[src/rtl/instr_sequencer.sv]
// -----------------------------------------------------------------------------
// instr_sequencer
//   Front end that feeds a small register-file/ALU core. The host streams a
//   program in byte by byte (low byte first). A start pulse issues one 16-bit
//   word per clock on inst_out. The core's {zero, result} for each word is
//   captured into a result buffer, which the host reads back once in DONE.
//
// Ports
//   clk, rst_n             clock, asynchronous active-low reset
//   clear                  synchronous flush back to IDLE; beats every other input
//   load_valid/byte/ready  program byte stream (accepted on valid & ready)
//   start                  begin execution of the loaded program
//   inst_out/inst_valid    registered instruction bus towards the core
//   res_in/zero_in         core result and zero flag for the current inst_out
//   busy/done              state is RUN / state is DONE
//   prog_len               number of complete words loaded (0..DEPTH)
//   rd_en/rd_data/rd_valid result readback, one-cycle latency
// -----------------------------------------------------------------------------
module instr_sequencer #(
    parameter int          DEPTH = 8,
    parameter int          AW    = 3,
    parameter logic [15:0] NOP   = 16'h0004
) (
    input  logic          clk,
    input  logic          rst_n,
    input  logic          clear,
    input  logic          load_valid,
    input  logic [7:0]    load_byte,
    output logic          load_ready,
    input  logic          start,
    output logic [15:0]   inst_out,
    output logic          inst_valid,
    input  logic [7:0]    res_in,
    input  logic          zero_in,
    output logic          busy,
    output logic          done,
    output logic [AW:0]   prog_len,
    input  logic          rd_en,
    output logic [8:0]    rd_data,
    output logic          rd_valid
);

    typedef enum logic [1:0] {S_IDLE, S_RUN, S_DONE} state_t;

    localparam logic [AW:0]   LEN_FULL = (AW+1)'(DEPTH);
    localparam logic [AW:0]   LEN_ONE  = (AW+1)'(1);
    localparam logic [AW-1:0] PTR_ONE  = AW'(1);

    // Storage: not reset, contents only meaningful below prog_len.
    logic [15:0] prog_mem [DEPTH];
    logic [8:0]  res_mem  [DEPTH];

    state_t        state_q, state_d;
    logic [AW:0]   prog_len_q, prog_len_d;
    logic          phase_q, phase_d;
    logic [7:0]    lo_q, lo_d;
    logic [AW-1:0] pc_q, pc_d;
    logic [AW-1:0] rd_ptr_q, rd_ptr_d;
    logic [15:0]   inst_q, inst_d;
    logic          ivld_q, ivld_d;
    logic [8:0]    rd_data_q, rd_data_d;
    logic          rd_valid_q, rd_valid_d;

    logic          pw_en, rw_en;
    logic          start_ok, run_last, rd_last;
    logic [AW-1:0] pc_nxt;

    assign load_ready = (state_q != S_RUN) && (prog_len_q < LEN_FULL);
    assign busy       = (state_q == S_RUN);
    assign done       = (state_q == S_DONE);
    assign prog_len   = prog_len_q;
    assign inst_out   = inst_q;
    assign inst_valid = ivld_q;
    assign rd_data    = rd_data_q;
    assign rd_valid   = rd_valid_q;

    // A half-loaded word blocks start so the program never runs with a
    // dangling low byte.
    assign start_ok = start && (state_q != S_RUN) && (prog_len_q != '0) && !phase_q;
    assign pc_nxt   = pc_q + PTR_ONE;
    assign run_last = ({1'b0, pc_q} == (prog_len_q - LEN_ONE));
    assign rd_last  = ({1'b0, rd_ptr_q} == (prog_len_q - LEN_ONE));

    always_comb begin
        state_d    = state_q;
        prog_len_d = prog_len_q;
        phase_d    = phase_q;
        lo_d       = lo_q;
        pc_d       = pc_q;
        rd_ptr_d   = rd_ptr_q;
        inst_d     = inst_q;
        ivld_d     = ivld_q;
        rd_data_d  = rd_data_q;
        rd_valid_d = 1'b0;
        pw_en      = 1'b0;
        rw_en      = 1'b0;

        if (clear) begin
            state_d    = S_IDLE;
            prog_len_d = '0;
            phase_d    = 1'b0;
            pc_d       = '0;
            rd_ptr_d   = '0;
            inst_d     = NOP;
            ivld_d     = 1'b0;
            rd_data_d  = '0;
        end else if (state_q == S_RUN) begin
            // inst_q holds prog_mem[pc_q] this cycle; the core answers
            // combinationally, so capture now and present the next word.
            rw_en = 1'b1;
            pc_d  = pc_nxt;
            if (run_last) begin
                state_d = S_DONE;
                inst_d  = NOP;
                ivld_d  = 1'b0;
            end else begin
                inst_d = prog_mem[pc_nxt];
            end
        end else if (start_ok) begin
            state_d  = S_RUN;
            pc_d     = '0;
            rd_ptr_d = '0;
            inst_d   = prog_mem[0];
            ivld_d   = 1'b1;
        end else begin
            if (load_valid && load_ready) begin
                if (!phase_q) begin
                    lo_d    = load_byte;
                    phase_d = 1'b1;
                end else begin
                    pw_en      = 1'b1;
                    prog_len_d = prog_len_q + LEN_ONE;
                    phase_d    = 1'b0;
                end
                // Touching the program invalidates the result buffer view.
                state_d = S_IDLE;
            end
            if (state_q == S_DONE && rd_en) begin
                rd_data_d  = res_mem[rd_ptr_q];
                rd_valid_d = 1'b1;
                rd_ptr_d   = rd_last ? '0 : rd_ptr_q + PTR_ONE;
            end
        end
    end

    always_ff @(posedge clk or negedge rst_n) begin
        if (!rst_n) begin
            state_q    <= S_IDLE;
            prog_len_q <= '0;
            phase_q    <= 1'b0;
            lo_q       <= '0;
            pc_q       <= '0;
            rd_ptr_q   <= '0;
            inst_q     <= NOP;
            ivld_q     <= 1'b0;
            rd_data_q  <= '0;
            rd_valid_q <= 1'b0;
        end else begin
            state_q    <= state_d;
            prog_len_q <= prog_len_d;
            phase_q    <= phase_d;
            lo_q       <= lo_d;
            pc_q       <= pc_d;
            rd_ptr_q   <= rd_ptr_d;
            inst_q     <= inst_d;
            ivld_q     <= ivld_d;
            rd_data_q  <= rd_data_d;
            rd_valid_q <= rd_valid_d;
        end
    end

    always_ff @(posedge clk) begin
        if (pw_en) prog_mem[prog_len_q[AW-1:0]] <= {load_byte, lo_q};
        if (rw_en) res_mem[pc_q]                <= {zero_in, res_in};
    end

endmodule

[config.mk]
export PLATFORM = sky130hd
export DESIGN_NAME = instr_sequencer
export DESIGN_NICKNAME = d
export VERILOG_FILES = /design/src/rtl/instr_sequencer.sv
export SDC_FILE = /design/constraint.sdc
export NUM_CORES = 1
export LEC_CHECK = 0
export BUFFER_PORTS_ARGS = -buffer_cell sky130_fd_sc_hd__buf_2
export CORE_MARGIN = 5
export CORE_UTILIZATION = 25
export CTS_CLUSTER_DIAMETER = 60
export CTS_CLUSTER_SIZE = 12
export DETAILED_ROUTE_END_ITERATION = 8
export GPL_ROUTABILITY_DRIVEN = 0
export GPL_TIMING_DRIVEN = 0
export SYNTH_ARGS = -nofsm -noshare
export SYNTH_HDL_FRONTEND = slang
export SYNTH_SLANG_ARGS = --single-unit
[constraint.sdc]
create_clock -name clk -period 6 [get_ports clk]
set_clock_uncertainty 0.1 [all_clocks]
set_input_delay 0.6 -clock clk [delete_from_list [all_inputs] [get_ports clk]]
set_output_delay 0.6 -clock clk [all_outputs]
set_load 0.01 [all_outputs]
After elaboration in Yosys (flattened, before gate mapping)
Memory sizes are Yosys's and may differ from the RTL's.
Index checks and enable logic that the tools add are counted.
{ "totals": {"reg_bits": 48, "ramBits": 200, "inputBits": 23, "out_inout_bits": 34, "word_cells": 100, "memories": 2} }
{ "classes": {"add_sub_neg": 4, "order_cmp": 1, "eq_ne": 8, "mux": 50, "bitwise_logic": 4, "reduce_logical": 21} }
{ "mem_list": {"columns": ["name", "words", "width", "read_ports", "rd_ports_with_merged_regs", "write_ports", "line", "text"], "rows": [
  ["prog_mem", 8, 16, 2, 0, 1, "50", "logic [15:0] prog_mem [DEPTH];"],
  ["res_mem", 8, 9, 1, 0, 1, "51", "logic [8:0] res_mem [DEPTH];"]
]} }
{ "op_table": {"columns": ["operator", "count"], "rows": [
  ["2-to-1 mux 16 bit", 4],
  ["2-to-1 mux 9 bit", 4],
  ["2-to-1 mux 1 bit", 24],
  ["2-to-1 mux 3 bit", 8],
  ["2-to-1 mux 4 bit", 5],
  ["2-to-1 mux 2 bit", 5],
  ["== test 3 x 4 -> 1 bit", 2],
  ["nonzero test 4 bit", 2],
  ["adder 3 x 1 -> 3 bit (second input constant)", 2],
  ["logical AND 1 bit", 6],
  ["AND reduction 2 bit", 3],
  ["AND reduction 3 bit", 2],
  ["nonzero test 2 bit", 3],
  ["nonzero test 3 bit", 2],
  ["AND reduction 5 bit", 1],
  ["adder 4 x 1 -> 4 bit (second input constant)", 1],
  ["< comparator 4 bit (second input constant)", 1],
  ["inequality test 2 bit (second input constant)", 2],
  ["NOT 1 bit", 4],
  ["AND reduction 4 bit", 1],
  ["subtractor 4 x 1 -> 4 bit (second input constant)", 1],
  ["inequality test 3 x 2 -> 1 bit (second input constant)", 1],
  ["== test 2 x 1 -> 1 bit (second input constant)", 1],
  ["== test 2 bit (second input constant)", 1],
  ["2 further kinds", 2]
]} }

Logic depth before layout (Yosys ltp)
Gate-level depths: netlist of run 1.
{ "depth": {"ltp_word": 9, "depth_mapped": 9, "depth_no_buf": 7} }

Worst setup path before layout of run 1
OpenSTA, ideal clock, no wires.
{ "synth_timing": {"path_type": "input-to-reg", "start": "input port clear", "end": "memory prog_mem[5][0], enable pin", "setup_ns": 0.413, "arrival_time_ns": 2.296, "required_time_ns": 5.487, "slack_ns": 3.191, "cell_stages": 4, "n_path_buf": 1, "path_cell_list": "clkbuf_1 nor2_1 nand2_1 nor3b_1"} }
{ "synth_via": {"elab_chain_len": 3} }
{ "synth_rtl": {"columns": ["element", "line", "text"], "rows": [
  ["from (decl)", "26", "input logic clear,"],
  ["2-to-1 mux 1 bit", "98", "if (clear) begin"],
  ["2-to-1 mux 1 bit", "173", "if (pw_en) prog_mem[prog_len_q[AW-1:0]] <= {load_byte, lo_q};"],
  ["2-to-1 mux 1 bit (implied by the code)", "173", null],
  ["to (decl)", "50", null]
]} }
Every way passes these cells.

Final worst setup path of run 1
{ "layout_timing": {"start": "register prog_len_q[1] (netlist: prog_len[1])", "end": "register rd_data_q[4] (netlist: rd_data[4])"} }
{ "layout_via": {"elab_chain_len": 5} }
{ "layout_rtl": {"columns": ["element", "line", "text"], "rows": [
  ["from (decl)", "54", "logic [AW:0] prog_len_q, prog_len_d;"],
  ["from (signal assigned)", "160", "prog_len_q <= prog_len_d;"],
  ["nonzero test 4 bit", "79", "assign start_ok = start && (state_q != S_RUN) && (prog_len_q != '0) && !phase_q;"],
  ["logical AND 1 bit (2 in series)", "79", null],
  ["inequality test 2 bit (no source line)", null, null],
  ["AND reduction 3 bit (no source line)", null, null],
  ["to (signal assigned)", "167", "rd_data_q <= rd_data_d;"],
  ["to (decl)", "61", "logic [8:0] rd_data_q, rd_data_d;"]
]} }
Every way passes these cells.
A chain may end at the register's enable or synchronous reset.

==> flow_summary.yaml, run 1 <==
placement:
  post-place-ws_ns: 2.70
  post-dp-hpwl_um: 16700
  port_buffers: 56
yosys:
  syn-cell-area_mm2: 0.0100
  synth.avg_cell_area_um2: 15.6
  synth-seq-cells: 248
  ys_warn_count: 0
  synth_cell_types: 37
  synth_nets: 667
  syn_inst: 640
  seq_area_frac_synth_pct: 72.0
cts:
  cts_resized: 0
  numCtsBuffers: 24
  postCtsSetupRepairBufs: 0
  clock-sinks: 248
  cts_buffer_depth: 3
  clock_latency_ns: 0.53
  postCtsHoldBufs: 0
  tritoncts: "yes"
  clk_pin_slew_worst_paths_ns: 0.06
  clockRootBuffer: "clkbuf_16"
  htree_levels: 1
setup_path:
  crit_start: "prog_len[1]"
  setup.worst_path.class: "flop to flop"
  critPathLaunchType: "flop"
  crit_fanout: 10
  r2r_start: "prog_len[1]"
  cp_data_required_time_ns: 6.33
  critPathCaptureType: "flop"
  cp.arrival_ns: 3.62
power_and_ir_drop:
  power_leakage_nw: 3.93
  peakVddDrop_mv: 0.224
  power_per_cell_area_mw_per_mm2: 303
floorplan:
  std_cell_rows: 73
  fp.dieH_um: 210
  fp.dieW_um: 210
  coreArea_mm2: 0.0396
  die_area_mm2: 0.0441
  boundaryPins: 57
  initial_core_util_pct: 25.2
drt:
  drc: 0
  drt_wl_total_um: 25400
  wl_per_cell_um: 19.9
  vias: 5830
  drt_iter0_markers: 496
  dr.pass1.iters: 4
  postRouteAntennaNets: 0
  viasPerCell: 4.57
global_route:
  grt_pass1_vias: 5912
  grt_util_all_layers_pct: 11.4
  grt_pass1_wl_um: 38400
  grt_use_met1_pct: 16.4
  grt_antenna_before_repair: 3
  busiest_layer: "met2"
  grt_overflow: 0
  grt_max_degree: 49
  grt_use_met2_pct: 17.9
  grt_use_met3_pct: 2.52
timing:
  max_freq_mhz: 304
  tightest_slew_ns: 1.04
  final_max_slew_viol_count: 0
  setup_viol: 0
  finalHoldViolations: 0
  setup_tns_ns: 0
  finalCriticalPeriod_ns: 3.29
  timing.final.ws_setup_ns: 2.71
  finalCritPeriodShare_pct: 54.8
  rsz0062_at_grt: "no"
  max_slew_margin_pct: 30.2
worst_hold_path:
  holdCritPathClass: "input port to asynchronous set/reset pin"
cells_and_area:
  drive_above_1_share_pct: 19.3
  final_cell_mix: "200 x edfxtp_1, 64 x buf_2, 47 x dfrtp_1, 45 x clkbuf_1, 39 x mux2i_1"
  layout.nets: 760
  area_growth_pct: 18.0
  final_common_cell: "edfxtp_1"
run_status:
  status: "complete, no violations"
flow_run:
  maxCapViolations: 0
-- stage by stage --
step / utilization, % / instance area [um^2] / cells / hold WS (ns) / total power (W)
final: 29.8 / 11800 / 1275 / 0.0215 / 0.00358
after global routing: 29.8 / 11800 / 1273 / 0.0749 / 0.00371
after CTS: 29.8 / 11800 / 1273 / 0.232 / 0.00362
after detailed placement: 28.1 / 11100 / 1232 / 0.365 / 0.00225
after global placement: 27.6 / 10900 / 1221 / 0.356 / 0.00224
after floorplan: - / 10000 / 640 / 0.204 / 0.00213
-- cells in the mapped netlist (all sizes together) --
| library cell | count | area, um^2 |
|---|---|---|
| nand3 | 19 | 95.1 |
| nand2 | 30 | 113 |
| mux2i | 39 | 390 |
| or3b | 1 | 8.76 |
| dfrtp | 47 | 1180 |
| o41ai | 1 | 8.76 |
| a22o | 2 | 17.5 |
| nor3 | 10 | 50.1 |
| or3 | 3 | 18.8 |
| nor2b | 33 | 206 |
| o21ai | 28 | 140 |
| nand4b | 1 | 8.76 |
| a31oi | 29 | 188 |
| a2111oi | 30 | 263 |
| mux2 | 8 | 120 |
| xor2 | 6 | 52.6 |
| and3 | 3 | 18.8 |
| nand2b | 5 | 31.3 |
| ha | 4 | 50.1 |
| xnor2 | 6 | 52.6 |
| and2 | 2 | 12.5 |
| mux4 | 20 | 450 |
| a21oi | 24 | 120 |
| nand4 | 2 | 12.5 |
| nor2 | 33 | 124 |
| nor3b | 3 | 22.5 |
| clkbuf | 30 | 113 |
| or2 | 1 | 6.26 |
| dfstp | 1 | 26.3 |
| inv | 6 | 22.5 |
| a311o | 1 | 10.0 |
| edfxtp | 200 | 6010 |
| o211ai | 1 | 7.51 |
| buf | 11 | 63.8 |
-- logic make-up (layout without fill, tap and decap cells) --
| group | after synthesis | after routing | synth area share (%) |
|---|---|---|---|
| flip-flops | 248 | 248 | 72.0 |
| AND/OR/NAND/NOR | 146 | 146 | 7.28 |
| AO/OA/AOI/OAI | 116 | 116 | 7.54 |
| multiplexers | 67 | 67 | 9.60 |
| buffers and inverters | 47 | 155 | 1.99 |
| XOR/XNOR | 12 | 12 | 1.05 |
| adder cells (fa/ha/maj) | 4 | 4 | 0.500 |
| other | 0 | 2 | 0 |
-- final cells by class --
cell class | count | area, um^2
Antenna cell | 2 | 5.00
Sequential cell | 248 | 7210
Timing Repair Buffer | 67 | 414
Multi-Input combinational cell | 345 | 2640
Clock inverter | 2 | 20.0
Buffer | 41 | 176
Clock buffer | 39 | 657
Fill cell | 3976 | 27800
Tap cell | 525 | 657
Inverter | 6 | 22.5
-- final timing paths --
check / end / slack, ns / cells past startpoint
max reg2reg: rd_data[4] / 2.71 / 9
max in group asynchronous: rd_ptr_q[2] / 5.23 / 1
min in group clk: res_mem[4][4] / 0.25 / 1
max: rd_data[4] / 2.71 / 9
min reg2reg: rd_data[6] / 0.37 / 2
min: rd_valid / 0.02 / 1
-- sequential cells by signal, summed over array words and instances, names as in the netlist --
signal and cells:
prog_mem 128, res_mem 72, inst_out 16, rd_data 9
lo_q 8, prog_len 4, pc_q 3, rd_ptr_q 3
state_q 2, inst_valid 1, phase_q 1, rd_valid 1
-- where the power goes --
group	total [W]	switching, W	internal, W
clock network	0.00137	0.000623	0.000745
registers	0.00199	0.0000529	0.00193
logic	0.000222	0.000134	0.0000883
total	0.00358	0.000809	0.00277
-- worst max-delay path, stage by stage (launching register included) --
cell and delay [ns]:
dfrtp_1 0.36, clkbuf_1 0.38, inv_1 0.18, ha_1 0.24, or3b_1 0.20, nand4b_1 0.22, clkbuf_1 0.39, a21oi_1 0.88
nand2_1 0.13, o21ai_0 0.11
-- routing by layer --
metal	wire (um)	share of wire (%)
met5	18	0.071
met2	11600	46
met1	11700	46
met4	430	1.7
met3	1660	6.5
Power figures use the tool's default switching activity.
==> run 2: changes to the inputs <==
Clock period 6 ns to 3.4 ns, I/O delays scaled along.
==> run 2 against run 1 <==
Global-route usage about the same. Fmax increased by 5.8%. Via count up 1.5%. Utilization grew 0.31 points. Sequential share of layout area is 0.63 points lower. Worst setup slack lost 2.4 ns. Critical path type unchanged.
==> flow_summary.yaml, run 2 (synthesis results as in run 1) <==
timing:
  timing.final.ws_setup_ns: 0.292
  final_max_slew_viol_count: 0
  tightest_slew_ns: 1.05
  finalCriticalPeriod_ns: 3.11
  finalHoldViolations: 0
  timing.hold.ws_ns: 0.0242
  max_slew_margin_pct: 29.6
  finalCritPeriodShare_pct: 91.4
  rsz0062_at_grt: "no"
  setup_viol: 0
  max_freq_mhz: 322
global_route:
  grt_overflow: 0
  grt_util_all_layers_pct: 11.4
  grt_pass1_wl_um: 38500
  grt_max_degree: 49
  grt_antenna_before_repair: 3
  grt_pass1_vias: 5958
cells_and_area:
  design_area_mm2: 0.0119
  final_cells: 1286
  regArea_mm2: 0.00721
  drive_above_1_share_pct: 19.1
  final_common_cell: "edfxtp_1"
  fill_cells: 3966
  fin_util_pct: 30.1
  layout.nets: 771
  area_growth_pct: 19.2
  final_cell_mix: "200 x edfxtp_1, 64 x buf_2, 47 x dfrtp_1, 45 x clkbuf_1, 39 x mux2i_1"
  largest_register_ffs: 128
  multi_input_area_mm2: 0.00266
cts:
  clk_pin_slew_worst_paths_ns: 0.06
  clock_latency_ns: 0.53
  htree_levels: 1
  numCtsBuffers: 24
  cts_buffer_depth: 3
  clock-sinks: 248
  tritoncts: "yes"
  postCtsSetupRepairBufs: 0
  clockRootBuffer: "clkbuf_16"
drt:
  drt_wl_total_um: 25500
  dr.pass1.iters: 7
  drc: 0
  wl_per_cell_um: 19.8
  drt_iter0_markers: 491
  vias: 5915
  postRouteAntennaNets: 0
  viasPerCell: 4.60
floorplan:
  std_cell_rows: 73
  initial_core_util_pct: 25.2
  die_area_mm2: 0.0441
  coreArea_mm2: 0.0396
  boundaryPins: 57
  fp.dieW_um: 210
  fp.dieH_um: 210
setup_path:
  crit_end: "inst_out[9]"
  reg2reg_slack_ns: 0.29
  r2r_start: "pc_q[1]"
  crit_path_cell_trace: "ha_1, clkbuf_1, clkbuf_1, clkbuf_1, a31oi_1, nand3_1, a21oi_1"
  critPathSlowestCell: "clkbuf_1"
  setup.worst_path.class: "flop to flop"
  cp_data_required_time_ns: 3.71
  critPathLaunchType: "flop"
  cpPeakStageDelay_ns: 0.64
  reg2regPathDepth: 7
  cp_num_cells: 7
  critPathCaptureType: "flop"
  crit_buf_inv: 3
  timing.rr.end: "inst_out[9]"
  cp.arrival_ns: 3.42
  crit_start: "pc_q[1]"
  crit_fanout: 10
  cp_top_family: "buffers and inverters"
  cpMostUsedCell: "clkbuf_1"
placement:
  port_buffers: 56
  post-place-ws_ns: 0.101
  post-dp-hpwl_um: 16700
  post_dp_cell_area_mm2: 0.0111
  dp.cells: 1232
run_status:
  status: "complete, no violations"
power_and_ir_drop:
  power_leakage_nw: 3.98
  power_per_cell_area_mw_per_mm2: 530
  peakVddDrop_mv: 0.392
flow_run:
  maxCapViolations: 0
worst_hold_path:
  holdCritPathClass: "input port to flop"
==> run 2: cell count changes in the layout (fill, tap and decap cells not counted), sizes merged <==
cell         previous run  this run
dlygate4sd3             0        11
==> run 2: metal layers <==
layer  track usage, %  wire length (um)
met1             16.4             11600
met2             18.0             11600
met3             2.52              1840
met4             2.12               415
met5                0                18
==> run 2: worst reg2reg max path: stages (launching register included) <==
cell	delay [ns]
dfrtp_1	0.49
ha_1	0.33
clkbuf_1	0.45
clkbuf_1	0.58
clkbuf_1	0.64
a31oi_1	0.18
nand3_1	0.16
a21oi_1	0.08
==> run 2: area by class of cell <==
| class | count | area share, % |
|---|---|---|
| Sequential cell | 248 | 60.4 |
| Multi-Input combinational cell | 345 | 22.3 |
| Clock buffer | 39 | 5.51 |
| Tap cell | 525 | 5.51 |
| Timing Repair Buffer | 78 | 4.40 |
| Buffer | 41 | 1.48 |
| Inverter | 6 | 0.189 |
| Clock inverter | 2 | 0.168 |
| Antenna cell | 2 | 0.0420 |
==> run 2: worst min-delay path by stage <==
| stage | slack, ns | depth (start not counted) | end | start |
|---|---|---|---|---|
| 4_1_cts | 0.004 | 1 | prog_mem[3][12] | load_byte[4] |
| 6_report | 0.02 | 1 | prog_mem[7][11] | load_byte[3] |
| 2_1_floorplan | -0.06 | 0 | inst_out[0] | rst_n |
| 3_5_place_dp | 0.36 | 2 | rd_data[6] | rd_data[6] |
| 3_3_place_gp | 0.36 | 2 | rd_data[1] | rd_data[1] |
| 5_1_grt | 0.01 | 1 | prog_mem[2][11] | load_byte[3] |
==> run 2: what timing repair did <==
item | CTS | global route
hold buffers | 10 | 1
endpoints found under the setup margin | 0 | 10
hold endpoints to repair | 80 | 47
resized for setup | 0 | 2
==> run 2: report_power, final <==
group | total (W) | internal [W] | switching (W)
clock network | 0.00241 | 0.00132 | 0.00110
registers | 0.00351 | 0.00341 | 0.0000943
logic | 0.000403 | 0.000165 | 0.000239
total | 0.00633 | 0.00489 | 0.00143
==> run 2: stage by stage <==
stage | total power, W | TNS (ns)
global placement | 0.00395 | -55.65
CTS | 0.00639 | 0
floorplan | 0.00377 | 0
global route | 0.00656 | 0
finish | 0.00633 | 0
detailed placement | 0.00397 | 0
==> run 3: changes to the inputs <==
Settings changed: CORE_UTILIZATION 25 to 50, PLACE_DENSITY set to 0.67.
==> run 3 against run 2 <==
Register-to-register slack worse by 0.05 ns. Combinational power fell by 4%. Hold slack worse by 0.011 ns. Critical endpoint is now rd_data[1]. Die area fell by 48%.
==> flow_summary.yaml, run 3 (synthesis results as in run 1) <==
run_status:
  status: "complete, no violations"
drt:
  dr_wl_met3_um: 1660
  drt_iter0_markers: 562
  drt_wl_total_um: 23300
  route.met2.wl_um: 11600
  drc: 0
  dr.max_layer_used: "met4"
  viasPerCell: 5.86
  postRouteAntennaNets: 0
  dr.pass1.iters: 5
  vias: 5970
  wl_per_cell_um: 22.9
  m1WireLength_um: 9380
floorplan:
  coreArea_mm2: 0.0196
  fp.dieW_um: 151
  fp.dieH_um: 151
  boundaryPins: 57
  initial_core_util_pct: 51.1
  die_area_mm2: 0.0229
  std_cell_rows: 51
placement:
  dp.cells: 971
  port_buffers: 56
  post_dp_cell_area_mm2: 0.0108
  post-dp-hpwl_um: 15100
setup_path:
  crit_fanout: 10
  critPathLaunchType: "flop"
  setup.worst_path.class: "flop to flop"
  critPathCaptureType: "flop"
  cp.arrival_ns: 3.47
  cp_data_required_time_ns: 3.72
timing:
  rsz0062_at_grt: "no"
  max_freq_mhz: 317
  final_max_slew_viol_count: 0
  finalHoldViolations: 0
  setup_viol: 0
  max_slew_margin_pct: 26.8
  finalCritPeriodShare_pct: 92.9
  tightest_slew_ns: 1.09
  finalCriticalPeriod_ns: 3.16
flow_run:
  maxCapViolations: 0
power_and_ir_drop:
  seq_power_share_pct: 54.7
  swShare_pct: 21.7
  switching_power_w: 0.00139
  combPwrFrac_pct: 6.0
  power_per_cell_area_mw_per_mm2: 555
  p_clk_share_pct: 39.2
  power_leakage_nw: 3.96
  peakVddDrop_mv: 0.477
  internal_power_w: 0.00502
global_route:
  grt_pass1_wl_um: 35500
  grt_util_all_layers_pct: 20.8
  grt_antenna_before_repair: 1
  grt_max_degree: 49
  grt_pass1_vias: 6145
  grt_overflow: 0
worst_hold_path:
  holdCritPathClass: "input port to flop"
cells_and_area:
  area_growth_pct: 15.3
  drive_above_1_share_pct: 19.4
  layout.nets: 763
  design_area_mm2: 0.0115
  largest_register_ffs: 128
  final_common_cell: "edfxtp_1"
  final_cells: 1019
  final_cell_mix: "200 x edfxtp_1, 66 x buf_2, 47 x dfrtp_1, 44 x clkbuf_1, 39 x mux2i_1"
cts:
  htree_levels: 1
  postCtsHoldBufs: 2
  numCtsBuffers: 25
  postCtsSetupRepairBufs: 0
  clock-sinks: 248
  clockRootBuffer: "clkbuf_16"
  tritoncts: "yes"
  cts_resized: 0
  clock_latency_ns: 0.51
  cts_buffer_depth: 3
  clk_pin_slew_worst_paths_ns: 0.06
## run 3: path summary, 6_finish.rpt
path,cells after the start,slack (ns),end,startpoint
min in group asynchronous,2,0.32,rd_data[4],rst_n
hold reg to reg,2,0.38,rd_data[8],rd_data[8]
setup / recovery,9,0.24,rd_data[1],prog_len[1]
max in group asynchronous,2,2.38,lo_q[1],rst_n
setup reg to reg,9,0.24,rd_data[1],prog_len[1]
hold / removal,1,0.01,res_mem[6][7],res_in[7]
## run 3: cell type report
| type | count | area, um^2 |
|---|---|---|
| Sequential cell | 248 | 7210 |
| Antenna cell | 1 | 2.50 |
| Tap cell | 265 | 332 |
| Fill cell | 1535 | 8050 |
| Clock inverter | 5 | 56.3 |
| Inverter | 6 | 22.5 |
| Clock buffer | 39 | 678 |
| Timing Repair Buffer | 69 | 432 |
| Multi-Input combinational cell | 345 | 2630 |
| Buffer | 41 | 176 |
## run 3: stage by stage
step | util (%) | setup WS [ns] | hold slack, ns | setup TNS [ns] | total power (W)
5_1_grt | 58.9 | 0.0461 | 0.0141 | 0 | 0.00661
4_1_cts | 58.8 | 0.283 | 0.00177 | 0 | 0.00646
6_report | 58.9 | 0.243 | 0.0136 | 0 | 0.00641
3_5_place_dp | 55.0 | 0.300 | 0.369 | 0 | 0.00395
3_3_place_gp | 54.2 | -0.605 | 0.358 | -47.33 | 0.00393
2_1_floorplan | - | 0.601 | -0.0556 | 0 | 0.00377
## run 3: metal layers
layer	track usage (%)	vias to the layer above
met1	27.8	2986
met3	3.45	50
met2	34.5	252
met4	8.07	0
li1	-	2682
met5	0	-
## run 3: power by group through the flow
| stage | combinational [W] | sequential [W] | clock, W |
|---|---|---|---|
| 6_report | 0.000387 | 0.00351 | 0.00251 |
| 5_1_grt | 0.000422 | 0.00352 | 0.00267 |
| 4_1_cts | 0.000389 | 0.00351 | 0.00256 |
| 3_5_place_dp | 0.000386 | 0.00357 | 0 |
| 3_3_place_gp | 0.000372 | 0.00356 | 0 |
| 2_1_floorplan | 0.000215 | 0.00355 | 0 |
## run 3: worst max-delay path: stages, from the launching register on
cell,delay (ns)
dfrtp_1,0.37
clkbuf_1,0.39
inv_1,0.18
ha_1,0.24
or3b_1,0.19
nand4b_1,0.19
clkbuf_1,0.39
a21oi_1,0.79
nand2_1,0.12
o21ai_0,0.11
